File: src/rtl/decode_stage_pipelined.sv
// Pipelined decode stage: IF/ID latch, register file with write-through bypass,
// load-use hazard detection, and an ID/EX output latch.
module decode_stage_pipelined #(
   parameter int N         = 32,
   parameter int NREGS     = 16,
   parameter int RA        = 4,
   parameter int PC_REG    = 15,
   parameter int PC_OFFSET = 8
) (
   input  logic          clk,
   input  logic          rst,
   input  logic          in_valid,
   input  logic [31:0]   in_inst,
   input  logic [N-1:0]  in_pc,
   input  logic          flush,
   input  logic          ex_stall,
   input  logic          reg_write,
   input  logic [RA-1:0] wa,
   input  logic [N-1:0]  wd,
   input  logic          reg_src_a1,
   input  logic          reg_src_a2,
   output logic          stall_if,
   output logic          out_valid,
   output logic [N-1:0]  out_rd1,
   output logic [N-1:0]  out_rd2,
   output logic [RA-1:0] out_rd,
   output logic [4:0]    out_cmd,
   output logic [1:0]    out_op,
   output logic [2:0]    out_cond,
   output logic          out_imm_flag,
   output logic [N-1:0]  out_imm_ext,
   output logic          out_is_load,
   output logic [N-1:0]  dbg_r0,
   output logic [N-1:0]  dbg_r1
);

   localparam logic [RA-1:0] PC_A = RA'(PC_REG);

   logic          ifid_valid;
   logic [31:0]   ifid_inst;
   logic [N-1:0]  ifid_pc;
   logic [N-1:0]  regs [NREGS];

   logic [3:0]    f_rd, f_rn, f_rs;
   logic [RA-1:0] rd_a, rn_a, rs_a, a1, a2;
   logic [N-1:0]  rd1, rd2, pc_val, imm_ext;
   logic          dec_is_load, hz;

   assign f_rd = ifid_inst[20:17];
   assign f_rn = ifid_inst[16:13];
   assign f_rs = ifid_inst[3:0];
   assign rd_a = RA'(f_rd);
   assign rn_a = RA'(f_rn);
   assign rs_a = RA'(f_rs);

   assign a1 = reg_src_a1 ? PC_A : rn_a;
   assign a2 = reg_src_a2 ? rd_a : rs_a;

   assign pc_val      = ifid_pc + N'(PC_OFFSET);
   assign imm_ext     = {{(N-13){ifid_inst[12]}}, ifid_inst[12:0]};
   assign dec_is_load = (ifid_inst[28:27] == 2'b01) && ifid_inst[21];

   // PC_REG is never a storage location; the bypass only applies to real registers
   function automatic logic [N-1:0] rf_read(input logic [RA-1:0] a,
                                            input logic [N-1:0] stored);
      if (a == PC_A)                  return pc_val;
      else if (reg_write && wa == a)  return wd;
      else                            return stored;
   endfunction

   assign rd1 = rf_read(a1, regs[a1]);
   assign rd2 = rf_read(a2, regs[a2]);

   assign hz = out_valid && out_is_load && ifid_valid &&
               ((a1 == out_rd && a1 != PC_A) || (a2 == out_rd && a2 != PC_A));
   assign stall_if = hz || ex_stall;

   assign dbg_r0 = regs[0];
   assign dbg_r1 = regs[1];

   always_ff @(posedge clk or posedge rst) begin
      if (rst) begin
         for (int i = 0; i < NREGS; i++) regs[i] <= '0;
      end else if (reg_write && wa != PC_A) begin
         regs[wa] <= wd;
      end
   end

   always_ff @(posedge clk or posedge rst) begin
      if (rst) begin
         ifid_valid <= 1'b0;
         ifid_inst  <= '0;
         ifid_pc    <= '0;
      end else if (flush) begin
         ifid_valid <= 1'b0;
      end else if (!stall_if) begin
         ifid_valid <= in_valid;
         ifid_inst  <= in_inst;
         ifid_pc    <= in_pc;
      end
   end

   // A bubble only clears valid; data fields simply hold
   always_ff @(posedge clk or posedge rst) begin
      if (rst) begin
         out_valid    <= 1'b0;
         out_rd1      <= '0;
         out_rd2      <= '0;
         out_rd       <= '0;
         out_cmd      <= '0;
         out_op       <= '0;
         out_cond     <= '0;
         out_imm_flag <= 1'b0;
         out_imm_ext  <= '0;
         out_is_load  <= 1'b0;
      end else if (flush) begin
         out_valid <= 1'b0;
      end else if (ex_stall) begin
         out_valid <= out_valid;
      end else if (hz) begin
         out_valid <= 1'b0;
      end else begin
         out_valid    <= ifid_valid;
         out_rd1      <= rd1;
         out_rd2      <= rd2;
         out_rd       <= rd_a;
         out_cmd      <= ifid_inst[25:21];
         out_op       <= ifid_inst[28:27];
         out_cond     <= ifid_inst[31:29];
         out_imm_flag <= ifid_inst[26];
         out_imm_ext  <= imm_ext;
         out_is_load  <= dec_is_load;
      end
   end

endmodule

File: config.mk
export PLATFORM = sky130hd
export DESIGN_NAME = decode_stage_pipelined
export DESIGN_NICKNAME = d
export VERILOG_FILES = /design/src/rtl/decode_stage_pipelined.sv
export SDC_FILE = /design/constraint.sdc
export NUM_CORES = 2
export LEC_CHECK = 0
export ABC_AREA = 1
export CELL_PAD_IN_SITES_DETAIL_PLACEMENT = 0
export CELL_PAD_IN_SITES_GLOBAL_PLACEMENT = 1
export CORE_UTILIZATION = 46
export CTS_BUF_LIST = sky130_fd_sc_hd__clkbuf_4 sky130_fd_sc_hd__clkbuf_8 sky130_fd_sc_hd__clkbuf_16
export CTS_CLUSTER_SIZE = 25
export DETAILED_ROUTE_END_ITERATION = 12
export GPL_TIMING_DRIVEN = 0
export PLACE_DENSITY_LB_ADDON = 0.15
export SYNTH_ARGS = -nofsm -noshare
export SYNTH_HDL_FRONTEND = slang
export SYNTH_SLANG_ARGS = --single-unit
File: constraint.sdc
create_clock -name clk -period 45.5 [get_ports clk]
set_input_delay 9.1 -clock clk [delete_from_list [all_inputs] [get_ports clk]]
set_output_delay 9.1 -clock clk [all_outputs]
set_load 0.005 [all_outputs]
==> flow_summary_export.csv <==
group,metric,value,unit
status,status,"finished with violations",
status,violations,"max-capacitance violations, max-slew violations",
critical_path,critPathMaxStageDelay,0.73,ns
floorplanning,fp.dieArea,0.0840,mm²
clock_tree,holdBufCountCts,0,
drt,wl_per_cell,28.7,µm
global_routing,overflow,0,
synthesis,ys_seq_area_share,44.1,%
synthesis,synth-adder-area-share,0.0328,%
pwr,ir_worst_vdd,0.0378,mV
critical_path,crit_required,36.40,ns
sta,slew-limit-headroom,-7.48,%
critical_path,critPathMaxFanout,8,
worst_hold_path,hold_path.class,"flip-flop to flip-flop",
cells_and_area,final_util,55.0,%
sta,finalSetupTns,0,ns
synthesis,synth_area_leaders,"dfrtp_1 (44%), nand2_1 (20%), nand3_1 (10%)",
sta,max_clock_freq,47.6,MHz
pwr,power_density,49.4,mW/mm²
clock_tree,numClockSinks,671,
synthesis,synthFlopType,"dfrtp_1",
clock_tree,cts_tree,"yes",
global_routing,grt_antenna_before_repair,10,
critical_path,end_kind,"primary output",
floorplanning,rows,105,
cells_and_area,finalNetCount,6036,
synthesis,synth-seq-cells,671,
synthesis,yosys-top-cells-count,"nand2_1 (1982), nand3_1 (786), dfrtp_1 (671)",
place,port-buffer-count,252,
synthesis,syn_area,0.0381,mm²
place,dpl.hpwl,149000,µm
clock_tree,clkTransAtPathRegs,0.06,ns
cells_and_area,drive_gt1_share,5.74,%
floorplanning,die_h,290,µm
synthesis,yosys_warnings,0,
drt,ant_nets,0,
drt,wl,203000,µm
synthesis,synth_edf_count,0,
critical_path,critPathSlowestCell,"nor3_4",
clock_tree,numCtsBuffers,80,
synthesis,synthDominantCellAreaShare,44.1,%
floorplanning,coreArea,0.0820,mm²
global_routing,grt_pass1_vias,38900,
sta,min_period_over_period,46.2,%
critical_path,crit_family,"simple AND/OR/NAND/NOR gates",
synthesis,synth_top_area_cell,"dfrtp_1",
floorplanning,start_util,46.5,%
synthesis,synthMuxAreaShare,0,%
critical_path,critical_path_class,"primary input to primary output",
run,drv_cap,6,
clock_tree,cts_buffer_depth,3,
drt,drt-initial-drc-count,6172,
clock_tree,insertion_delay,0.68,ns
clock_tree,ctsRootBufferMaster,"clkbuf_16",
floorplanning,io-pin-count,286,
critical_path,crit_path_start_kind,"primary input",
sta,rsz0062_at_grt,"false",
clock_tree,postCtsSetupBuffers,0,
drt,firstDrtPassIters,6,
synthesis,synth_cell_types,31,
sta,worstMarginPinSlew,1.61,ns
cells_and_area,syn_to_final_growth,18.4,%
critical_path,cp_common_cell,"nand2_1",
critical_path,crit_buf_inv,3,
synthesis,synth-compound-area-share,11.3,%
pwr,p_leak,22.3,nW
clock_tree,post_cts_resized,0,
global_routing,gr-usage-all-layers,47.6,%
sta,setup_viol,0,
global_routing,grt_pass1_wl,278000,µm
drt,drc_errors,0,
synthesis,synthArstFlopShare,100,%
drt,via_count,42200,
synthesis,synth-simple-area-share,31.7,%
global_routing,grt_max_degree,128,
synthesis,synth.most_common_cell,"nand2_1",
drt,vias_per_cell,5.97,
place,place.gp.congestion,1.06,
synthesis,avgSynthCellArea,6.82,µm²
sta,finalMaxSlewViolations,55,
synthesis,synth_cells,5587,
synthesis,synth_top_family_by_area,"simple AND/OR/NAND/NOR gates",
floorplanning,fp.dieW,290,µm
sta,clock_skew,0.0215,ns
sta,period_needed,21.00,ns
critical_path,crit_path_cell_trace,"clkdlybuf4s50_1 -> inv_2 -> nand2_2 -> nand2_1 -> nor3_4 -> nor2_1 -> nand2_1 -> nand2_1 -> nand2_1 -> nand2_1 -> clkdlybuf4s50_1",
clock_tree,cts_max_level,3,
synthesis,synthXorXnorAreaFrac,0.552,%
critical_path,cp.arrival,11.90,ns
synthesis,syn-num-nets,5696,
sta,finalHoldViolations,0,
where the power goes:
group / leakage (nW) / internal [W] / switching (W)
Combinational: 12.5 / 0.000234 / 0.000478
Sequential: 8.38 / 0.000717 / 0.0000704
Clock: 1.47 / 0.000446 / 0.000284
layout make-up:
cell class / count / area [µm²]
Multi-Input combinational cell: 3800 / 16600
Sequential cell: 671 / 16800
Inverter: 612 / 2300
Fill cell: 8283 / 36900
Antenna cell: 7 / 17.5
Tap cell: 1070 / 1340
Timing Repair Buffer: 258 / 2690
Clock buffer: 113 / 2390
Buffer: 504 / 2390
Clock inverter: 35 / 548
state kept, by name, indices dropped and copies added, names as in the netlist, 2 cells and up:
register,flops
regs,448
dbg_r0,32
dbg_r1,32
ifid_inst,32
ifid_pc,32
out_rd1,32
out_rd2,32
out_imm_ext,13
out_cmd,5
out_rd,4
out_cond,3
out_op,2
placed cells by master, fill, tap and decap left out, drive strengths merged:
| master | count |
|---|---|
| nand2 | 1984 |
| nand3 | 787 |
| o21ai | 673 |
| dfrtp | 671 |
| inv | 615 |
| clkbuf | 408 |
| clkdlybuf4s50 | 252 |
| buf | 215 |
| a21oi | 135 |
| nor2 | 128 |
| o211ai | 35 |
| xor2 | 24 |
| nor3 | 21 |
| clkinv | 15 |
| bufinv | 14 |
| diode | 7 |
| nand4 | 4 |
| clkinvlp | 3 |
| or2 | 2 |
| nor3b | 2 |
| a31oi | 1 |
| and3 | 1 |
| nand2b | 1 |
| nor2b | 1 |
| ha | 1 |
routing by layer:
layer | share of wire [%] | vias up | GRT usage [%] | wire length [µm]
met4 | 9.2 | 14 | 37.7 | 18600
met1 | 37 | 20400 | 60.2 | 75200
met3 | 13 | 728 | 16.5 | 26600
met2 | 41 | 2787 | 65.8 | 82400
met5 | 0.045 | - | 0 | 92
li1 | - | 18200 | - | -
cells by family after synthesis:
group	Yosys count
AND/OR/NAND/NOR	2931
buffers and inverters	1116
AO/OA/AOI/OAI	844
flip-flops	671
XOR/XNOR	24
adder cells (fa/ha/maj)	1
worst paths after layout:
path | cells past startpoint | slack (ns) | endpoint | from
max reg2reg | 14 | 40.79 | out_rd1[31] | ifid_inst[13]
max in group asynchronous | 4 | 34.80 | out_rd1[18] | rst
min | 1 | 0.46 | regs[27] | regs[27]
min reg2reg | 1 | 0.46 | regs[27] | regs[27]
max | 11 | 24.50 | stall_if | reg_src_a1
min in group asynchronous | 2 | 9.04 | dbg_r0[2] | rst
stage by stage:
stage	hold WS (ns)	worst slack (ns)	area, µm²	power [W]	instances
after floorplan	0.429	17.59	38100	0.00115	5587
after global placement	0.441	8.80	42000	0.00146	6909
after detailed placement	0.447	24.68	42100	0.00147	6914
after CTS	0.461	24.67	45000	0.00219	7062
after global routing	0.475	24.51	45100	0.00230	7063
final	0.458	24.50	45100	0.00223	7070
worst reg2reg max path, delay by kind of cell, from the launching register on:
kind | cells | cell delay, ns
AND/OR/NAND/NOR | 10 | 1.84
buffers and inverters | 4 | 2.36
flip-flops | 1 | 0.40
Note: power is estimated with default switching activity, not from simulation.
